--- src/rtl/modn_cascade_counter.sv ---
// modn_cascade_counter
//   Multi-digit modulo-N up/down counter. Each of DIGITS digits is DW bits wide
//   and counts 0..MODULUS-1. A carry (up) or borrow (down) ripples through the
//   whole chain combinationally, so every digit updates on the same clock edge.
//
// Ports
//   clk       rising-edge clock
//   rst       synchronous active-high reset (beats load and en)
//   en        count enable, one step per edge when high
//   up_dn     direction: 1 = up, 0 = down
//   load      parallel load of load_val (beats en)
//   load_val  load value, digit i at [i*DW +: DW]
//   count     registered count, digit 0 least significant
//   tc        combinational terminal count for cascading a further stage
//   wrap_p    one-cycle pulse after the count wrapped around
//   load_err  one-cycle pulse after a load that contained an out-of-range digit
module modn_cascade_counter #(
  parameter int DIGITS  = 4,
  parameter int DW      = 4,
  parameter int MODULUS = 10
) (
  input  logic                 clk,
  input  logic                 rst,
  input  logic                 en,
  input  logic                 up_dn,
  input  logic                 load,
  input  logic [DIGITS*DW-1:0] load_val,
  output logic [DIGITS*DW-1:0] count,
  output logic                 tc,
  output logic                 wrap_p,
  output logic                 load_err
);

  localparam logic [DW-1:0] MAX_D   = DW'(MODULUS - 1);
  // One extra bit so MODULUS == 2**DW is representable for the range check.
  localparam logic [DW:0]   MOD_EXT = (DW+1)'(MODULUS);

  logic [DIGITS-1:0]    is_max;
  logic [DIGITS-1:0]    is_zero;
  logic [DIGITS-1:0]    ld_bad;
  logic [DIGITS-1:0]    up_run;
  logic [DIGITS-1:0]    dn_run;
  logic [DIGITS*DW-1:0] up_val;
  logic [DIGITS*DW-1:0] dn_val;
  logic [DIGITS*DW-1:0] load_fix;
  logic                 all_max;
  logic                 all_zero;

  // up_run[i] / dn_run[i]: every digit below i is at its carry / borrow value,
  // so digit i takes part in this step.
  assign up_run[0] = 1'b1;
  assign dn_run[0] = 1'b1;

  genvar g;
  generate
    for (g = 0; g < DIGITS; g++) begin : gen_digit
      logic [DW-1:0] cur;
      logic [DW-1:0] raw;

      assign cur = count[g*DW +: DW];
      assign raw = load_val[g*DW +: DW];

      assign is_max[g]  = (cur == MAX_D);
      assign is_zero[g] = (cur == '0);

      assign up_val[g*DW +: DW] = up_run[g] ? (is_max[g]  ? '0    : cur + DW'(1)) : cur;
      assign dn_val[g*DW +: DW] = dn_run[g] ? (is_zero[g] ? MAX_D : cur - DW'(1)) : cur;

      // Out-of-range digits are replaced by 0 so a digit never leaves 0..MODULUS-1.
      assign ld_bad[g]            = ({1'b0, raw} >= MOD_EXT);
      assign load_fix[g*DW +: DW] = ld_bad[g] ? '0 : raw;

      if (g < DIGITS - 1) begin : gen_chain
        assign up_run[g+1] = up_run[g] & is_max[g];
        assign dn_run[g+1] = dn_run[g] & is_zero[g];
      end
    end
  endgenerate

  assign all_max  = &is_max;
  assign all_zero = &is_zero;

  // Deliberately not qualified by load or rst; the next stage sees the same
  // load/rst and qualifies its own enable.
  assign tc = en & (up_dn ? all_max : all_zero);

  // Count register plus the two status pulses; rst > load > en.
  always_ff @(posedge clk) begin
    if (rst) begin
      count    <= '0;
      wrap_p   <= 1'b0;
      load_err <= 1'b0;
    end else begin
      wrap_p   <= tc & ~load;
      load_err <= load & (|ld_bad);
      if (load) begin
        count <= load_fix;
      end else if (en) begin
        count <= up_dn ? up_val : dn_val;
      end
    end
  end

endmodule

--- config.mk ---
export PLATFORM = sky130hd
export DESIGN_NAME = modn_cascade_counter
export DESIGN_NICKNAME = d
export VERILOG_FILES = /design/src/rtl/modn_cascade_counter.sv
export SDC_FILE = /design/constraint.sdc
export NUM_CORES = 1
export LEC_CHECK = 0
export CORE_UTILIZATION = 50
export DETAILED_ROUTE_END_ITERATION = 6
export DONT_BUFFER_PORTS = 1
export GPL_TIMING_DRIVEN = 0
export PLACE_DENSITY = 0.64
export SKIP_LAST_GASP = 1
export SYNTH_ARGS = -nofsm -noshare
export SYNTH_HDL_FRONTEND = slang
export SYNTH_SLANG_ARGS = --single-unit
--- constraint.sdc ---
create_clock -name clk -period 2.15 [get_ports clk]
set_input_delay 0.43 -clock clk [delete_from_list [all_inputs] [get_ports clk]]
set_output_delay 0.43 -clock clk [all_outputs]
set_load 0.02 [all_outputs]
# Word-level counts from Yosys, hierarchy flattened
# Cells that the tools add are included.
# word_totals
regBits	18
input_bits	21
# classes
n_addsub	8
n_lt_le_gt_ge	4
eq_ne	7
mux	22
n_bitwise	8
n_reduce_logical	14
# ops
operator	n
2-to-1 mux 4 bit	18
2-to-1 mux 16 bit	3
adder 4 x 1 -> 4 bit, second input constant	4
equality test 4 bit, second input constant	4
>= comparator 4 bit, second input constant	4
zero test 4 bit	4
subtractor 4 x 1 -> 4 bit, second input constant	4
inequality test 3 x 1 -> 1 bit, second input constant	3
AND reduction 3 bit	3
nonzero test 3 bit	3
AND reduction 4 bit	2
bitwise AND 1 bit	7
OR reduction 4 bit	1
nonzero test 2 bit	1
2-to-1 mux 1 bit	1
NOT 1 bit	1

# Depth between registers and ports, before layout
# Gate-level depths: netlist of the first run.
# depth
depth_word	7
mapped_depth	6
ltp_nobuf	4

# Worst setup path before layout of the first run
# OpenSTA, ideal clock, no wires.
# synth_timing
kind	reg-to-output
start	register count[3]
end	output tc
arrival_ns	1.840
required_time_ns	1.720
setup_slack_ns	-0.120
path_stages_with_launch	6
cell_sequence	dfxtp_1 buf_4 and4bb_2 nand2_2 or4_4 a21oi_1
# synth_via
elab_chain_len	4
elab_cells_between_ends	6
classes_between	1 x eq/ne; 1 x mux; 1 x bitwise; 3 x reduce/logical
# synth_rtl
element	line	source
start: declaration	28	output logic [DIGITS*DW-1:0] count,
start signal: assignment	97	count <= load_fix;
start signal: assignment	99	count <= up_dn ? up_val : dn_val;
equality test 4 bit / zero test 4 bit (equally long branches)	63, 64	
AND reduction 4 bit (on tied branches)	80, 81	
2-to-1 mux 1 bit (*)	85	assign tc = en & (up_dn ? all_max : all_zero);
bitwise AND 1 bit (*)	85	
end: declaration	29	output logic tc,
# Every way passes the cells marked *; elsewhere a longest branch is shown, timed or not.

# Worst setup path after layout of the first run
# Ends and elaborated chain as after synthesis.

==> summary.txt, run 1 <==
Run status
  • Status: complete, but fails checks
  • Failing checks: setup timing

STA
  • RSZ-0062 raised after global routing: true
  • F_max: 435 MHz
  • Hold Fails Final Rpt: 0
  • Setup ws final: -0.149 ns
  • Clk_skew: 0.00718 ns
  • Fin. max-slew vios: 0
  • Min cycle time layout: 2.30 ns
  • Least-Margin Pin Slew: ~0.60 ns
  • Slew HR: between 50 and 60%
  • Period utilization: 107%
  • Final Setup Violations: 1
  • Setup TNS: -0.149 ns
  • Worst hold slack: 0.259 ns

Routing
  • DR pass1 iterations: 5
  • Drt wl/cell: 18.0 um
  • Vias per std cell: 6.59
  • DRC: 0
  • Final wirelength: 5160 um
  • Vias after detailed routing: 1886
  • Initial DRC count: ~170
  • DRT antenna net count: 0

Die
  • Die Y: 60.3 um
  • Die ar.: around 0.0036 mm2
  • Die span in x: 60.3 um
  • # rows: 20
  • Core area: roughly 0.0031 mm2
  • Starting density of the core: ~54%
  • # IOs: 40

Yosys
  • Sequential area share after synthesis: 21.2%
  • Main combinational cell family by area after synthesis: simple AND/OR/NAND/NOR gates
  • Yosys top cell by area: dfxtp_1
  • Synth Instances: 228
  • Synth Area in XOR/XNOR: 4.12%
  • Yosys warns: 0
  • Post-synthesis compound-gate area fraction: 30.2%
  • Top_reg_cell synth: dfxtp_1
  • Top cells by area, synth: dfxtp_1 21%, o21ai_0 4.4%, a21oi_1 4.1%
  • Top cell type's share of synthesized area: 21.2%
  • Number of distinct library cells after synthesis: 59
  • Simple-gate share of the synthesized area: roughly a third
  • Synthesized Nets: 249
  • Post-synthesis mux area share: 1.32%
  • FFs w/ async S/R, synth: 0%
  • Leading cell type by number of instances after synthesis: dfxtp_1
  • Top post-synthesis cells by count: 18 x dfxtp_1, 16 x nor2_1, 15 x o21ai_0
  • Mapped Area: 0.00170 mm2
  • Seq cells post-synth: 18
  • Syn_area_per_cell: 7.46 um2
  • Post-synthesis adder-cell area fraction: 0%
  • EDFF count, synth: 0

Global routing
  • Global-route wire length before repair: 8420 um
  • Largest net degree at the start of global routing: 11
  • Initial antenna violation count: 0
  • GRT Total Usage: 31.1%
  • Vias in the first global route: 1724
  • GR Overflow Total: 0

Setup path
  • CP max stage cell: or4_4
  • Worst setup path category: reg -> out
  • CP peak stage delay: 0.49 ns
  • Worst Path Max Fanout: 3
  • Crit. End Element: output port
  • CP required: between 1.5 and 2 ns
  • Startpoint class of the critical path: register
  • Crit-path cells: buf_6 > or4_4 > nor2_2 > nand4_1 > a21oi_4
  • Crit path arrival time: 1.87 ns

Placement
  • PortBufs: 0
  • Dpl ws: -0.0963 ns
  • Routability-driven placement congestion ratio: 0.962
  • Area after DPL: 0.00177 mm2
  • Final HPWL DP: 3600 um

Power and ir drop
  • Peak supply drop: 0.000211 V
  • Leakage: about 0.00069 uW
  • Pwr dens: about 480 mW/mm2

Clock network
  • TritonCTS Sinks: 18
  • Deepest clock path buffer count: 2
  • H-tree depth: 1
  • Num CTS Buffers: 3
  • Cts hold-fix bufs: 0
  • CTS tree: yes
  • Reg clk slew, reported paths: 0.12 ns
  • Root Driver: clkbuf_4
  • Worst skew pair latency: 0.31 ns

Finish
  • Final #Nets: 264
  • Register area: 387 um2
  • Share of cells above drive strength 1: 23.1%
  • Post-Layout Inst Area: approximately 0.0020 mm2
  • Area grow syn2layout: 15.0%
  • Diodes inserted: 0
  • Multi-input logic area: 0.00124 mm2
  • Fillers: 287

Run
  • Max Cap Violations: 0

Min path
  • Min-Delay Path Class: in -> reg
## final timing paths
| check | from | endpoint | slack, ns | cells after the start |
|---|---|---|---|---|
| worst min register to register | count[7] | count[7] | 0.65 | 2 |
| worst min-delay path | load_val[3] | count[3] | 0.26 | 2 |
| worst max-delay path | count[3] | tc | -0.15 | 5 |
| worst max register to register | count[6] | count[13] | 0.07 | 5 |
## sequential cells by signal, summed over array words and instances (netlist names)
register	flops
wrap_p	1
count	16
load_err	1
## what timing repair did
action	in CTS	in global routing
gates resized for setup	24	4
endpoints found under the setup margin	1	4
setup buffers	10	0
pin swaps	7	1
gates cloned	0	0
## layer usage
metal	wire, um	vias to the layer above	GRT usage (%)
met2	2480	86	50.2
met3	374	5	3.03
met4	38	0	7.97
li1	-	899	-
met5	0	-	0
met1	2260	896	43.9
## cell families after synthesis
| group | after synthesis |
|---|---|
| buf+inv | 30 |
| xor+xnor | 8 |
| flops | 18 |
| compound gates | 73 |
| mux | 2 |
| simple gates | 97 |
## layout by cell type (no fill, tap or decap), types with 4 or more instances in the layout
cell,count
a211oi_1,5
nor4_1,4
o21ai_0,15
nand2b_1,7
buf_4,10
clkbuf_1,8
dfxtp_2,6
nand3_1,7
xnor2_1,5
nor3_1,8
clkbuf_4,5
dfxtp_1,7
nor2b_1,7
buf_1,4
dfxtp_4,5
inv_1,7
a221oi_1,5
a21oi_1,13
nand4_1,5
nor2_1,15
buf_2,4
buf_6,5
a31oi_1,4
nand2_1,14
## report_power, final
| part | switching [uW] | internal [uW] | leakage (uW) | total (uW) |
|---|---|---|---|---|
| registers | 59.6 | 356 | 0.000154 | 415 |
| clock network | 127 | 104 | 0.0000210 | 230 |
| logic | 169 | 131 | 0.000518 | 300 |
| total | 355 | 590 | 0.000692 | 945 |
## cell type report
cell class | instances | share of cell area [%]
Clock buffer | 4 | 1.86
Sequential cell | 18 | 19.8
Tap cell | 44 | 2.82
Timing Repair Buffer | 10 | 3.84
Buffer | 23 | 6.97
Multi-Input combinational cell | 180 | 63.4
Inverter | 7 | 1.34
## critical path, delay by kind of cell, from the launching register on
family | cells | cell delay (ns)
DFF | 1 | 0.39
and+or+nand+nor | 3 | 0.79
AOI/OAI and AO/OA | 1 | 0.26
buffers and inverters | 1 | 0.12
## stage by stage
stage	cells	util [%]	total power, uW
after floorplan	228	-	626
after global placement	272	56.5	678
after detailed placement	272	56.5	685
after CTS	286	62.0	943
after global routing	286	62.5	998
final	286	62.5	945
Power figures use the tool's default switching activity.
==> run 2, diff against run 1 <==
==> constraint.sdc (replaced) <==
create_clock -name clk -period 2.15 [get_ports clk]
set_input_delay 0.1075 -clock clk [delete_from_list [all_inputs] [get_ports clk]]
set_output_delay 0.1075 -clock clk [all_outputs]
set_load 0.02 [all_outputs]
==> run 2 against run 1 <==
Net effect:
- the run now ends clean
- combinational power about the same
- register-to-register slack got worse by 0.03 ns
- largest power group unchanged
- routed wire length decreased by 1.5%
- final cell count increased by 1.0%
- total power decreased by 0.24%
- design area increased by 1.4%
- utilization increased by 0.88 points
- worst hold slack got worse by 0.25 ns
- clock power about the same
- maximum frequency increased by 8.8%
- first-iteration DRC count decreased by 29%
==> summary.txt, run 2 (synthesized netlist as in run 1, its figures left out) <==
Global routing
  • Largest net degree at the start of global routing: 11
  • Global-route wire length before repair: 7940 um
  • GRT Total Usage: 29.0%
  • GR Overflow Total: 0
  • Initial antenna violation count: 0
  • Vias in the first global route: about 1700

STA
  • Min cycle time layout: 2.11 ns
  • Least-Margin Pin Slew: 0.597 ns
  • F_max: 473 MHz
  • Clk_skew: 0.0204 ns
  • Fin. max-slew vios: 0
  • Setup ws final: between 0.03 and 0.04 ns
  • Period utilization: 98.3%
  • Final Setup Violations: 0
  • Hold Fails Final Rpt: 0
  • RSZ-0062 raised after global routing: true
  • Slew HR: between 50% and 60%
  • Setup TNS: 0 ns

Die
  • # rows: 20
  • Die ar.: 0.00364 mm2
  • # IOs: 40
  • Die span in x: 60.3 um
  • Die Y: 60.3 um
  • Core area: roughly 0.0031 mm2
  • Starting density of the core: 54.4%

Clock network
  • Num CTS Buffers: 3
  • CTS tree: yes
  • Deepest clock path buffer count: 2
  • Worst skew pair latency: 0.32 ns
  • TritonCTS Sinks: 18
  • H-tree depth: 1
  • Reg clk slew, reported paths: 0.13 ns
  • Root Driver: clkbuf_4

Placement
  • Routability-driven placement congestion ratio: 0.934
  • Final HPWL DP: between 3000 and 4000 um
  • PortBufs: 0
  • Placed insts: 272
  • Dpl ws: 0.0650 ns

Finish
  • Final #Nets: 267
  • Diodes inserted: 0
  • Share of cells above drive strength 1: between 15 and 20%
  • Finished Layout Cells: 289
  • Final Core Density: 63.4%
  • Most flops, register: count
  • Fillers: 304
  • Commonest cells after routing, fill and taps aside: 15 x nor2_1, 15 x o21ai_0, 14 x nand2_1, 13 x a21oi_1, 11 x dfxtp_1
  • Largest registers: count: 16 flops, load_err: 1 flops, wrap_p: 1 flops
  • Area grow syn2layout: 16.6%
  • Max reg flops: 16

Setup path
  • Worst setup path category: reg -> reg
  • Crit path arrival time: approximately 2.3 ns
  • Startpoint class of the critical path: register
  • Crit. End Element: register
  • CP required: 2.35 ns
  • Worst Path Max Fanout: 10

Routing
  • Vias after detailed routing: 1891
  • Initial DRC count: 118
  • DRC: 0
  • Vias per std cell: 6.54
  • Drt wl/cell: 17.6 um
  • DR pass1 iterations: 4
  • Final wirelength: about 5100 um
  • DRT antenna net count: 0

Power and ir drop
  • Peak supply drop: 0.000254 V
  • Pwr dens: 475 mW/mm2
  • Leakage: 0.000698 uW

Min path
  • Min-Delay Path Class: in -> reg

Run
  • Max Cap Violations: 0

Run status
  • Status: finished clean
-- run 2: changes by cell type in the layout (fill, tap and decap cells not counted), moves of 2 or more --
cell / delta
clkbuf_4: -2
dfxtp_1: +4
dfxtp_4: -3
buf_4: -6
dlygate4sd3_1: +9
-- run 2: worst max-delay path, stage by stage, from the launching register on --
cell and delay (ns):
dfxtp_1 0.42, buf_6 0.18, nor4_1 0.54, nand4_1 0.32
o311a_1 0.27, mux2_2 0.28
-- run 2: final timing paths --
path                     from        end  slack [ns]  cells past startpoint
hold / removal    load_val[5]   count[5]        0.01                      2
setup / recovery     count[9]  count[13]        0.04                      5
setup reg to reg     count[9]  count[13]        0.04                      5
hold reg to reg      count[7]   count[7]        0.69                      2
-- run 2: report_power, final --
group / switching, uW / total [uW] / internal [uW]
Clock: 124 / 228 / 103
Sequential: 59.6 / 416 / 356
Combinational: 168 / 299 / 131
-- run 2: area by class of cell --
class | count | area [um2] | share of cell area [%]
buffer | 23 | 131 | 6.62
clock buffer | 4 | 36.3 | 1.83
inverter | 7 | 26.3 | 1.32
multi-input combinational | 180 | 1240 | 62.5
sequential | 18 | 374 | 18.9
tap | 44 | 55.1 | 2.78
timing repair buffer | 13 | 120 | 6.06
-- run 2: metal layers --
layer | vias up | wire length, um | track usage (%)
li1 | 904 | - | -
met1 | 887 | 2260 | 38.9
met2 | 85 | 2360 | 47.1
met3 | 15 | 351 | 3.90
met4 | 0 | 105 | 10.3
met5 | - | 0 | 0
-- run 2: timing repair --
| action | CTS | global route |
|---|---|---|
| buffers inserted | 0 | 4 |
| pin swaps | 2 | 4 |
| endpoints found under the setup margin | 1 | 3 |
| endpoints found under the hold margin | 7 | 0 |
| hold buffers | 9 | 0 |
| gates resized for setup | 11 | 12 |
-- run 2: per-stage QoR --
stage | power (uW) | cell area (um2) | hold slack [ns]
CTS | 926 | 1910 | 0.0105
global placement | 676 | 1760 | 0.278
detailed placement | 682 | 1760 | 0.288
global route | 995 | 1980 | 0.0213
floorplan | 624 | 1700 | 0.260
finish | 943 | 1980 | 0.0125
==> run 3, diff against run 2 <==
Settings changed: PLACE_DENSITY 0.64 to 0.66.
==> run 3 against run 2 <==
Net effect:
- combinational power fell by 3%
- via count rose by 1.3%
- global-route usage fell by 0.29 points
- critical path type is now reg -> out
- critical endpoint is now tc
==> summary.txt, run 3 (synthesized netlist as in run 1, its figures left out) <==
STA
  • Fin. max-slew vios: 0
  • Least-Margin Pin Slew: 0.563 ns
  • Setup TNS: 0 ns
  • Final Setup Violations: 0
  • F_max: 480 MHz
  • Slew HR: between 60% and 70%
  • Clk_skew: a little under 0.007 ns
  • Min cycle time layout: 2.09 ns
  • Hold Fails Final Rpt: 0
  • Period utilization: 97.0%

Placement
  • PortBufs: 0
  • Routability-driven placement congestion ratio: 0.904
  • Final HPWL DP: 3490 um
  • Area after DPL: about 0.0018 mm2

Clock network
  • TritonCTS Sinks: 18
  • H-tree depth: 1
  • Worst skew pair latency: 0.31 ns
  • Reg clk slew, reported paths: 0.12 ns
  • CTS tree: yes
  • Deepest clock path buffer count: 2
  • Root Driver: clkbuf_4
  • Num CTS Buffers: 3

Finish
  • Final Core Density: slightly above 60%
  • Largest registers: count: 16 flops, load_err: 1 flops, wrap_p: 1 flops
  • Final #Nets: 263
  • Fillers: around 300
  • Max reg flops: 16
  • Diodes inserted: 0
  • Share of cells above drive strength 1: between 10% and 20%
  • Post-Layout Inst Area: just under 0.002 mm2
  • Most flops, register: count
  • Commonest cells after routing, fill and taps aside: 15 x nor2_1, 15 x o21ai_0, 14 x nand2_1, 13 x a21oi_1, 9 x nor3_1
  • Area grow syn2layout: 14.3%

Global routing
  • GRT Total Usage: roughly 29%
  • Global-route wire length before repair: roughly 7800 um
  • Most Used Layer, Global Route: met2
  • GR Overflow Total: 0
  • Largest net degree at the start of global routing: 11
  • Routing usage on met2: 43.2%
  • Vias in the first global route: around 1700
  • Initial antenna violation count: 0
  • Met1 Use GR: 41.7%
  • Grt met3 use: 3.25%

Die
  • Starting density of the core: 54.4%
  • # rows: 20
  • # IOs: 40
  • Die span in x: 60.3 um
  • Core area: 0.00313 mm2
  • Die ar.: 0.00364 mm2
  • Die Y: just over 60 um

Routing
  • Final wirelength: about 5000 um
  • Drt wl/cell: 17.5 um
  • DRT antenna net count: 0
  • Initial DRC count: 105
  • DR pass1 iterations: 5
  • Vias after detailed routing: 1915
  • Vias per std cell: 6.72
  • DRC: 0

Run status
  • Status: finished clean

Min path
  • Min-Delay Path Class: in -> reg

Power and ir drop
  • Pwr dens: about 480 mW/mm2
  • Peak supply drop: 0.000246 V
  • Leakage: roughly 0.00068 uW
  • Pwr Total: between 900 and 1000 uW

Run
  • Max Cap Violations: 0

Setup path
  • Startpoint class of the critical path: register
  • Worst setup path category: reg -> out
  • Crit. End Element: output port
  • Crit path arrival time: 1.98 ns
  • CP required: 2.04 ns
  • Worst Path Max Fanout: 10
-- run 3: per-layer routing --
metal / routed length [um] / share of wire [%]
met2: 2380 / 48
met1: 2140 / 43
met4: 48 / 0.96
met5: 0 / 0
met3: 422 / 8.5
-- run 3: critical path, stage by stage, from the launching register on --
cell and delay [ns]:
dfxtp_4 0.40, buf_6 0.14, or4_4 0.58, nor2_2 0.11
nand4_1 0.18, a21oi_4 0.26
-- run 3: repair_timing --
item	CTS	global route
endpoints found under the hold margin	6	0
hold buffers	7	0
gates cloned	0	1
buffers inserted	1	0
endpoints found under the setup margin	1	6
pin swaps	2	3
resized for setup	10	15
-- run 3: stage by stage --
step	instances	setup slack, ns	hold WS [ns]
CTS	284	0.0127	0.00822
global route	285	-0.00211	0.0143
finish	285	0.0649	0.0137
global placement	272	0.0937	0.276
detailed placement	272	0.0875	0.280
floorplan	228	0.203	0.260
-- run 3: worst paths after layout --
check	slack (ns)	start	to	cells past startpoint
setup / recovery	0.06	count[5]	tc	5
hold / removal	0.01	load_val[13]	count[15]	3
setup reg to reg	0.13	count[5]	count[10]	5
hold reg to reg	0.67	count[7]	count[7]	2
-- run 3: report_power, final --
| part | switching, uW | internal [uW] |
|---|---|---|
| combinational | 165 | 125 |
| sequential | 60.1 | 357 |
| clock | 119 | 103 |
-- run 3: area by class of cell --
cell class / count / area [um2] / area share (%)
Multi-Input combinational cell: 180 / 1230 / 63.5
Buffer: 23 / 131 / 6.76
Tap cell: 44 / 55.1 / 2.83
Sequential cell: 18 / 378 / 19.4
Inverter: 7 / 26.3 / 1.35
Clock buffer: 4 / 36.3 / 1.87
Timing Repair Buffer: 9 / 82.6 / 4.25
